<file path="config.mk">
export PLATFORM = sky130hd
export DESIGN_NAME = cpu_bus_sequencer
export DESIGN_NICKNAME = d
export VERILOG_FILES = /design/src/rtl/cpu_bus_sequencer.sv
export SDC_FILE = /design/constraint.sdc
export NUM_CORES = 1
export LEC_CHECK = 0
export ABC_CLOCK_PERIOD_IN_PS = 6100
export CORE_ASPECT_RATIO = 0.75
export CORE_MARGIN = 5
export CORE_UTILIZATION = 44
export DETAILED_ROUTE_END_ITERATION = 12
export PLACE_DENSITY = 0.84
export SYNTH_ARGS = -nofsm -noshare
export SYNTH_HDL_FRONTEND = slang
export SYNTH_SLANG_ARGS = --single-unit
</file>
<file path="constraint.sdc">
create_clock -name clk -period 6.1 [get_ports clk]
set_input_delay 0.61 -clock clk [delete_from_list [all_inputs] [get_ports clk]]
set_output_delay 0.61 -clock clk [all_outputs]
set_load 0.01 [all_outputs]
</file>
<file path="src/rtl/cpu_bus_sequencer.sv">
`default_nettype none
// ============================================================================
// Module   : cpu_bus_sequencer
// Purpose  : Sequences CPU bus cycles onto four decoded memory/IO regions
//            (IO, colour RAM, tile VRAM, sprite/object RAM). Each region
//            has its own number of wait states. CPU VRAM cycles are
//            arbitrated against the video scan-out. A write-only control
//            latch at 0x5F88 is also held here.
//
// Ports    : clk, rst_n          - clock, asynchronous active-low reset
//            as_n, rw, addr, din - CPU strobe, direction, address, write data
//            dec_*_n             - region selects from the address decoder
//            vid_req / vid_gnt   - video scan VRAM request / grant
//            *_cs_n              - sequenced region chip selects
//            cpu_ready           - cycle complete, held until as_n rises
//            woco, rmrd, init    - control latch bits (din[0], din[5], din[6])
//            bus_err             - one-clock timeout pulse
//
// Options  : ACCESS_TIMEOUT_EN - when defined, builds a 255-cycle bus
//            watchdog that forces IDLE and pulses bus_err. When undefined,
//            bus_err is tied low.
//
// Revision : 1.0 - initial release
// ============================================================================
module cpu_bus_sequencer #(
    parameter int unsigned WS_IO   = 0,
    parameter int unsigned WS_CRAM = 0,
    parameter int unsigned WS_VRAM = 1,
    parameter int unsigned WS_OBJ  = 2
) (
    input  logic        clk,
    input  logic        rst_n,
    input  logic        as_n,
    input  logic        rw,
    input  logic [15:0] addr,
    input  logic [7:0]  din,
    input  logic        dec_io_n,
    input  logic        dec_cram_n,
    input  logic        dec_vram_n,
    input  logic        dec_obj_n,
    input  logic        vid_req,
    output logic        vid_gnt,
    output logic        io_cs_n,
    output logic        cram_cs_n,
    output logic        vram_cs_n,
    output logic        obj_cs_n,
    output logic        cpu_ready,
    output logic        woco,
    output logic        rmrd,
    output logic        init,
    output logic        bus_err
);

    localparam logic [1:0] c_st_idle   = 2'd0;
    localparam logic [1:0] c_st_arb    = 2'd1;
    localparam logic [1:0] c_st_access = 2'd2;
    localparam logic [1:0] c_st_hold   = 2'd3;

    // Region codes double as the bit index into the chip-select vector
    localparam logic [1:0] c_rg_io   = 2'd0;
    localparam logic [1:0] c_rg_cram = 2'd1;
    localparam logic [1:0] c_rg_vram = 2'd2;
    localparam logic [1:0] c_rg_obj  = 2'd3;

    localparam logic [2:0]  c_ws_io     = 3'(WS_IO);
    localparam logic [2:0]  c_ws_cram   = 3'(WS_CRAM);
    localparam logic [2:0]  c_ws_vram   = 3'(WS_VRAM);
    localparam logic [2:0]  c_ws_obj    = 3'(WS_OBJ);
    localparam logic [15:0] c_ctrl_addr = 16'h5F88;

    logic [1:0] r_state;
    logic [1:0] r_region;
    logic [2:0] r_wait;
    logic [3:0] r_cs_n;
    logic       r_cpu_ready;
    logic       r_vid_gnt;
    logic       r_vprio;
    logic       r_woco;
    logic       r_rmrd;
    logic       r_init;

    logic [1:0] w_state_nxt;
    logic [1:0] w_region_nxt;
    logic [2:0] w_wait_nxt;
    logic [3:0] w_cs_n_nxt;
    logic       w_ready_nxt;
    logic       w_vprio_nxt;
    logic       w_gnt_nxt;
    logic       w_latch_en;
    logic       w_any_sel;
    logic [1:0] w_sel_region;
    logic [2:0] w_region_ws;
    logic       w_arb_go;
    logic       w_gnt_block;
    logic       w_timeout;
    logic       w_unused;

    // Only din[0], din[5] and din[6] are used by the control latch
    assign w_unused = &{1'b0, din[7], din[4:1]};

    assign w_any_sel = ~(dec_io_n & dec_cram_n & dec_vram_n & dec_obj_n);

    // Fixed priority when the decoder asserts several selects at once
    always_comb begin
        if (!dec_io_n)        w_sel_region = c_rg_io;
        else if (!dec_cram_n) w_sel_region = c_rg_cram;
        else if (!dec_obj_n)  w_sel_region = c_rg_obj;
        else                  w_sel_region = c_rg_vram;
    end

    always_comb begin
        case (r_region)
            c_rg_io:   w_region_ws = c_ws_io;
            c_rg_cram: w_region_ws = c_ws_cram;
            c_rg_vram: w_region_ws = c_ws_vram;
            default:   w_region_ws = c_ws_obj;
        endcase
    end

    // VRAM needs the video side idle. Once the CPU has been made to wait
    // out a grant (r_vprio), it no longer waits for vid_req to be low, so
    // a video request arriving again right away cannot starve the CPU.
    assign w_arb_go = (r_region != c_rg_vram) ||
                      (!r_vid_gnt && (!vid_req || r_vprio));

    // The grant stays low while the CPU owns VRAM, and also while a starved
    // CPU VRAM cycle is being pushed through arbitration.
    assign w_gnt_block = r_vprio ||
                         (((r_state == c_st_access) || (r_state == c_st_hold)) &&
                          (r_region == c_rg_vram));
    assign w_gnt_nxt   = vid_req && !w_gnt_block;

    always_comb begin
        w_state_nxt  = r_state;
        w_region_nxt = r_region;
        w_wait_nxt   = r_wait;
        w_cs_n_nxt   = r_cs_n;
        w_ready_nxt  = r_cpu_ready;
        w_vprio_nxt  = r_vprio;
        w_latch_en   = 1'b0;
        case (r_state)
            c_st_idle: begin
                if (!as_n) begin
                    if (w_any_sel) begin
                        w_state_nxt  = c_st_arb;
                        w_region_nxt = w_sel_region;
                    end else begin
                        // Open-bus cycle. The region is parked on IO so a
                        // stale VRAM region cannot block the video grant.
                        w_state_nxt  = c_st_hold;
                        w_region_nxt = c_rg_io;
                        w_ready_nxt  = 1'b1;
                    end
                end
            end
            c_st_arb: begin
                if (as_n) begin
                    w_state_nxt = c_st_idle;
                    w_vprio_nxt = 1'b0;
                end else if (w_arb_go) begin
                    w_state_nxt = c_st_access;
                    w_wait_nxt  = w_region_ws;
                    w_cs_n_nxt  = ~(4'b0001 << r_region);
                    w_vprio_nxt = 1'b0;
                end else if (r_vid_gnt && !vid_req) begin
                    w_vprio_nxt = 1'b1;
                end
            end
            c_st_access: begin
                if (as_n) begin
                    // CPU gave up before completion: abort, latch untouched
                    w_state_nxt = c_st_idle;
                    w_cs_n_nxt  = 4'hF;
                    w_wait_nxt  = 3'd0;
                end else if (r_wait == 3'd0) begin
                    w_state_nxt = c_st_hold;
                    w_ready_nxt = 1'b1;
                    w_latch_en  = (r_region == c_rg_io) && !rw && (addr == c_ctrl_addr);
                end else begin
                    w_wait_nxt = r_wait - 3'd1;
                end
            end
            c_st_hold: begin
                if (as_n) begin
                    w_state_nxt = c_st_idle;
                    w_cs_n_nxt  = 4'hF;
                    w_ready_nxt = 1'b0;
                end
            end
            default: begin
                w_state_nxt = c_st_idle;
                w_cs_n_nxt  = 4'hF;
                w_ready_nxt = 1'b0;
                w_wait_nxt  = 3'd0;
                w_vprio_nxt = 1'b0;
            end
        endcase
        if (w_timeout) begin
            w_state_nxt = c_st_idle;
            w_cs_n_nxt  = 4'hF;
            w_ready_nxt = 1'b0;
            w_wait_nxt  = 3'd0;
            w_vprio_nxt = 1'b0;
            w_latch_en  = 1'b0;
        end
    end

    always_ff @(posedge clk or negedge rst_n) begin
        if (!rst_n) begin
            r_state     <= c_st_idle;
            r_region    <= c_rg_io;
            r_wait      <= 3'd0;
            r_cs_n      <= 4'hF;
            r_cpu_ready <= 1'b0;
            r_vid_gnt   <= 1'b0;
            r_vprio     <= 1'b0;
            r_woco      <= 1'b0;
            r_rmrd      <= 1'b0;
            r_init      <= 1'b0;
        end else begin
            r_state     <= w_state_nxt;
            r_region    <= w_region_nxt;
            r_wait      <= w_wait_nxt;
            r_cs_n      <= w_cs_n_nxt;
            r_cpu_ready <= w_ready_nxt;
            r_vid_gnt   <= w_gnt_nxt;
            r_vprio     <= w_vprio_nxt;
            if (w_latch_en) begin
                r_woco <= din[0];
                r_rmrd <= din[5];
                r_init <= din[6];
            end
        end
    end

`ifdef ACCESS_TIMEOUT_EN
    // Counter is preloaded to 1 while idle, so reaching 254 marks the
    // 255th clock spent outside IDLE.
    localparam logic [7:0] c_to_limit = 8'd254;

    logic [7:0] r_to_cnt;
    logic       r_bus_err;

    assign w_timeout = (r_state != c_st_idle) && (r_to_cnt == c_to_limit);

    always_ff @(posedge clk or negedge rst_n) begin
        if (!rst_n) begin
            r_to_cnt  <= 8'd0;
            r_bus_err <= 1'b0;
        end else begin
            r_bus_err <= w_timeout;
            if ((r_state == c_st_idle) || w_timeout) r_to_cnt <= 8'd1;
            else                                     r_to_cnt <= r_to_cnt + 8'd1;
        end
    end

    assign bus_err = r_bus_err;
`else
    assign w_timeout = 1'b0;
    assign bus_err   = 1'b0;
`endif

    assign io_cs_n   = r_cs_n[c_rg_io];
    assign cram_cs_n = r_cs_n[c_rg_cram];
    assign vram_cs_n = r_cs_n[c_rg_vram];
    assign obj_cs_n  = r_cs_n[c_rg_obj];
    assign cpu_ready = r_cpu_ready;
    assign vid_gnt   = r_vid_gnt;
    assign woco      = r_woco;
    assign rmrd      = r_rmrd;
    assign init      = r_init;

endmodule
`default_nettype wire

</file>
==> results of run 1 <==
-- state kept, by name (all words and copies together) (netlist names) --
name / flops
vid_gnt: 1
r_wait: 3
rmrd: 1
r_cs_n: 4
r_state: 2
r_vprio: 1
init: 1
cpu_ready: 1
woco: 1
r_region: 2
-- kinds of logic (layout without fill, tap and decap cells) --
logic type,after synthesis,in the layout,share of synthesized area (%)
and+or+nand+nor,42,42,27.2
AOI/OAI and AO/OA,23,23,15.6
DFF,17,17,44.6
buffers and inverters,12,46,5.06
muxes,4,4,4.54
adders and majority gates,2,2,2.59
other,1,1,0.389
-- cell type report --
cell class	count	area, µm²	area share [%]
Inverter	6	22.5	1.66
Timing Repair Buffer	36	360	26.6
Sequential cell	17	430	31.7
Clock inverter	1	5.00	0.369
Clock buffer	3	22.5	1.66
Multi-Input combinational cell	72	485	35.8
Tap cell	24	30.0	2.21
-- stage by stage --
step | setup slack, ns | util (%)
detailed placement | 3.16 | 64.8
CTS | 3.48 | 66.2
finish | 3.49 | 66.2
floorplan | 3.66 | -
global placement | 3.17 | 64.8
global route | 3.42 | 66.2
-- per-layer routing --
layer  vias up  routed length (µm)
li1        438                   -
met5         -                   0
met2        19                1300
met1       432                1080
met3         2                  81
met4         0                  19
-- power by group through the flow --
| stage | Clock, W | Sequential, W | Combinational [W] |
|---|---|---|---|
| CTS | 0.0000628 | 0.000177 | 0.000159 |
| floorplan | 0 | 0.000174 | 0.0000920 |
| detailed placement | 0 | 0.000179 | 0.000158 |
| finish | 0.0000615 | 0.000177 | 0.000157 |
| global placement | 0 | 0.000177 | 0.000150 |
| global route | 0.0000687 | 0.000185 | 0.000173 |
-- worst paths after layout --
check / from / endpoint / slack (ns) / depth (start not counted)
min: r_vprio / r_vprio / 0.50 / 1
max: addr[5] / woco / 3.49 / 5
max in group asynchronous: rst_n / r_state[1] / 4.84 / 1
min in group asynchronous: rst_n / rmrd / 0.76 / 1
min reg2reg: r_vprio / r_vprio / 0.50 / 1
max reg2reg: r_region[1] / woco / 3.84 / 4
-- cells in the mapped netlist, drive strengths merged (2+ instances only) --
cell type | number | share of area [%]
nand2b | 6 | 3.9
nor4bb | 2 | 2.1
a21oi | 9 | 4.7
nand4 | 2 | 1.3
nor3 | 4 | 2.1
a211oi | 3 | 2.3
nand3 | 2 | 1.0
a31oi | 2 | 1.3
ha | 2 | 2.6
dfstp | 4 | 11
inv | 6 | 2.3
mux2 | 3 | 3.5
nor2 | 8 | 3.1
clkbuf | 5 | 1.9
nand2 | 6 | 2.3
nor4 | 3 | 3.5
o21ai | 2 | 1.0
or4b | 2 | 2.1
dfrtp | 13 | 34
-- cell usage in the layout, fill, tap and decap left out, types with 2 or more instances in the layout --
master and n:
clkdlybuf4s50_1 36, dfrtp_1 13, a21oi_1 9, nor2_1 8, inv_1 6, nand2b_1 6, nand2_1 6, nor3_1 4
dfstp_2 4, mux2_1 3, a211oi_1 3, clkbuf_4 3, or4b_1 2, nor4bb_1 2, nand3_1 2, a31oi_1 2
nor4_1 2, o21ai_0 2, nand4_1 2, ha_1 2
==> out/results.tsv, run 1 <==
metric	value	unit
syn_area	965	µm²
cts_max_level	1	
drive_gt1_share	8.15	%
max_stage_delay	0.56	ns
fin_crit_sh	42.8	%
switching_power	0.000141	W
leakage	0.557	nW
drtIter0Drc	24	
grt_use_met2	27.4	%
core_area	0.00205	mm²
first_pass_iters	4	
setup_viol_count_final	0	
gp_congestion	0.758	
slew_violations	0	
cap_violations	0	
fin_worst_skew	0.00881	ns
async_reset_ff_share	100	%
die_area	0.00324	mm²
syn_area_per_cell	9.55	µm²
cts_tree	built	
grt_pass1_vias	906	
clock-root-buffer	clkbuf_4	
worstMarginPinSlew	0.786	ns
insertion_delay	0.30	ns
path_cells	clkdlybuf4s50_1, or4b_1, or4_4, nor4_4, mux2_1	
dpl_cell_area	0.00133	mm²
cts_resized	0	
nNetsFinal	171	
crit_path_max_fanout	3	
seq_area_frac_synth	44.6	%
grtUsageMet1	21.6	%
cts_setup_buffers	0	
port_buffers	36	
power	0.000395	W
synth_edf_count	0	
grtUsageTotal	16.4	%
dpl.hpwl	1990	µm
final_area	0.00136	mm²
antenna_found_initial	0	
pwr-share-comb	39.6	%
required	6.29	ns
critPathArrivalTime	2.80	ns
die_width	64.1	µm
ios	43	
endpoint_kind	register	
cp-start-kind	input port	
clock.fmax	0.383	GHz
clkPwrFrac	15.5	%
post-route-min-period	2.61	ns
grtUsageMet3	2.68	%
path_clk_slew	0.11	ns
cellPowerDensity	292	mW/mm²
crit_family	simple AND/OR/NAND/NOR gates	
antenna_left	0	
antennaDiodeCount	0	
row_count	14	
clock_sinks	17	
start_util	47.1	%
viasPerCell	5.60	
cts_hold_buf	0	
critPathBufInv	1	
ys.warnings.count	0	
drcViolationCount	0	
hold_class	register to register	
nFillCells	170	
relSlewSlack	47.5	%
critPathKind	input port to register	
drt-total-wl	2480	µm
irDropWorstVdd	0.216	mV
cts_buffer_depth	2	
synth_cell_types	37	
hold_violations	0	
grt_max_degree	22	
wire_per_inst	15.6	µm
final_cells	159	
grt_most_used_layer	met2	
dp_cells	155	
vias	891	
synthFlopType	dfrtp_1	
timing.hold.ws	0.495	ns
die-height	50.6	µm
cts_made_buffers	3	
p_sw_share	35.8	%
ys_seq_elements	17	
area_delta_synth_final	40.6	%
critPathSlowestCell	or4_4	
syn_inst	101	
intPower	0.000254	W
setup-tns-final	0	ns
power_frac_seq	44.8	%
status	complete, no violations	
syn-num-nets	136	
rsz0062_at_grt	false	
grt_pass1_wl	4170	µm
grt_overflow	0	
(Power assumes the default switching activity.)
==> inputs of run 2 (changes only) <==
- ABC_CLOCK_PERIOD_IN_PS: 6100 -> 2500
- CORE_UTILIZATION: 44 -> 41
- PLACE_DENSITY: 0.84 -> 0.79
- clock period: 6.1 -> 2.5 ns (I/O delays scaled with it)
==> out/results.tsv, run 2 (synthesized netlist as in run 1, its figures left out) <==
metric	value	unit	change
first_pass_iters	4		unchanged
p_sw_share	34.9	%	was 35.8%
clock-root-buffer	clkbuf_4		unchanged
drt-total-wl	2320	µm	was 2480 µm
gp_congestion	0.784		was 0.758
max_stage_delay	0.56	ns	about the same
cts_tree	built		unchanged
intPower	0.000633	W	was 0.000254 W
drcViolationCount	0		unchanged
grt_overflow	0		unchanged
die-height	52.0	µm	was 50.6 µm
dr.max_layer_used	met4		unchanged
slew_violations	0		unchanged
final_cells	172		was 159
area_delta_synth_final	44.2	%	was 40.6%
grt_pass1_wl	4020	µm	was 4170 µm
cts_hold_buf	0		unchanged
clkPwrFrac	15.2	%	was 15.5%
antenna_found_initial	0		unchanged
largest_reg_flops	4		unchanged
row_count	15		was 14
drive_gt1_share	10.1	%	was 8.15%
grtUsageTotal	15.6	%	was 16.4%
cts_resized	0		unchanged
ios	43		unchanged
post-route-min-period	2.27	ns	
critPathBufInv	1		unchanged
critPathSlowestCell	or4_4		unchanged
dpl.hpwl	1890	µm	was 1990 µm
cp-start-kind	input port		unchanged
viasPerCell	5.17		was 5.60
insertion_delay	0.30	ns	about the same
cts_buffer_depth	2		unchanged
clock_sinks	17		unchanged
grt_pass1_vias	889		was 906
cellPowerDensity	699	mW/mm²	was 292 mW/mm²
crit_path_max_fanout	3		unchanged
final_cell_mix	clkdlybuf4s50_1 (36), dfrtp_1 (13), a21oi_1 (9), nor2_1 (8)		unchanged
port_buffers	36		unchanged
irDropWorstVdd	0.384	mV	was 0.216 mV
path_clk_slew	0.10	ns	was 0.11 ns
final_common_cell	clkdlybuf4s50_1		unchanged
crit_family	simple AND/OR/NAND/NOR gates		unchanged
top_regs	r_cs_n: 4 flops, r_wait: 3 flops		unchanged
critPathArrivalTime	2.46	ns	was 2.80 ns
cts_made_buffers	3		unchanged
top_register	r_cs_n		unchanged
wire_per_inst	13.5	µm	was 15.6 µm
required	2.69	ns	was 6.29 ns
rsz0062_at_grt	false		unchanged
status	complete, no violations		unchanged
nNetsFinal	174		was 171
critPathKind	input port to register		unchanged
antenna_left	0		unchanged
core_area	0.00227	mm²	was 0.00205 mm²
start_util	42.5	%	was 47.1%
pwr-share-comb	41.8	%	was 39.6%
route.met3.wl	99	µm	was 81 µm
hold_violations	0		unchanged
setup_viol_count_final	0		unchanged
met1_length	1020	µm	was 1080 µm
cts_setup_buffers	0		unchanged
timing.hold.ws	0.383	ns	was 0.495 ns
cts_max_level	1		unchanged
die_area	0.00343	mm²	was 0.00324 mm²
antennaDiodeCount	0		unchanged
worstMarginPinSlew	0.734	ns	was 0.786 ns
power_frac_seq	43.0	%	was 44.8%
drtIter0Drc	50		was 24
dr_wl_met2	1170	µm	was 1300 µm
switching_power	0.000339	W	was 0.000141 W
vias	890		was 891
endpoint_kind	register		unchanged
dp_cells	168		was 155
cap_violations	0		unchanged
relSlewSlack	50.9	%	was 47.5%
hold_class	input port to async pin		was register to register
clock.fmax	0.440	GHz	
leakage	0.572	nW	was 0.557 nW
die_width	66.0	µm	was 64.1 µm
grt_max_degree	18		was 22
nFillCells	204		was 170
path_cells	clkdlybuf4s50_1, or4b_1, or4_4, nor4_4, mux2_1		unchanged
fin_crit_sh	90.8	%	
fin_worst_skew	0.00387	ns	was 0.00881 ns
## run 2: metal layers
layer	track usage, %	up-vias
li1	-	448
met1	18.8	418
met2	26.6	19
met3	4.97	5
met4	5.07	0
met5	0	-
## run 2: area by class of cell
class,instances,area [µm²],area share [%]
Multi-Input combinational cell,72,485,34.9
Sequential cell,17,430,30.9
Timing Repair Buffer,39,383,27.5
Tap cell,34,42.5,3.06
Clock buffer,3,22.5,1.62
Inverter,6,22.5,1.62
Clock inverter,1,5.00,0.360
## run 2: through the flow
| step | total power, W | TNS [ns] | utilization, % | setup WS [ns] | cell area, µm² |
|---|---|---|---|---|---|
| after floorplan | 0.000649 | 0 | - | 0.375 | 965 |
| after global placement | 0.000815 | -0.156 | 60.1 | -0.0551 | 1360 |
| after detailed placement | 0.000830 | -0.260 | 60.1 | -0.0931 | 1360 |
| after CTS | 0.000981 | 0 | 61.3 | 0.231 | 1390 |
| after global routing | 0.00106 | 0 | 61.3 | 0.197 | 1390 |
| final | 0.000972 | 0 | 61.3 | 0.230 | 1390 |
## run 2: path summary, 6_finish.rpt
kind	endpoint	slack, ns	start	depth (start not counted)
worst max-delay path	init	0.23	addr[5]	5
worst min-delay path	r_wait[2]	0.38	rst_n	1
worst max register to register	init	0.32	r_region[1]	4
worst min register to register	r_vprio	0.49	r_vprio	1
max in group asynchronous	r_wait[1]	1.66	rst_n	1
min in group clk	r_vprio	0.49	r_vprio	1
## run 2: power by group through the flow
| stage | registers [W] | logic, W | clock network (W) |
|---|---|---|---|
| 2_1_floorplan | 0.000425 | 0.000224 | 0 |
| 3_3_place_gp | 0.000419 | 0.000397 | 0 |
| 3_5_place_dp | 0.000422 | 0.000408 | 0 |
| 4_1_cts | 0.000417 | 0.000410 | 0.000154 |
| 5_1_grt | 0.000429 | 0.000456 | 0.000170 |
| 6_report | 0.000418 | 0.000406 | 0.000148 |
==> inputs of run 3 (changes only) <==
- SLEW_MARGIN: not set -> 20
==> results of run 3 <==
Same layout as run 2: the final DEF is identical, and so are final timing and power.
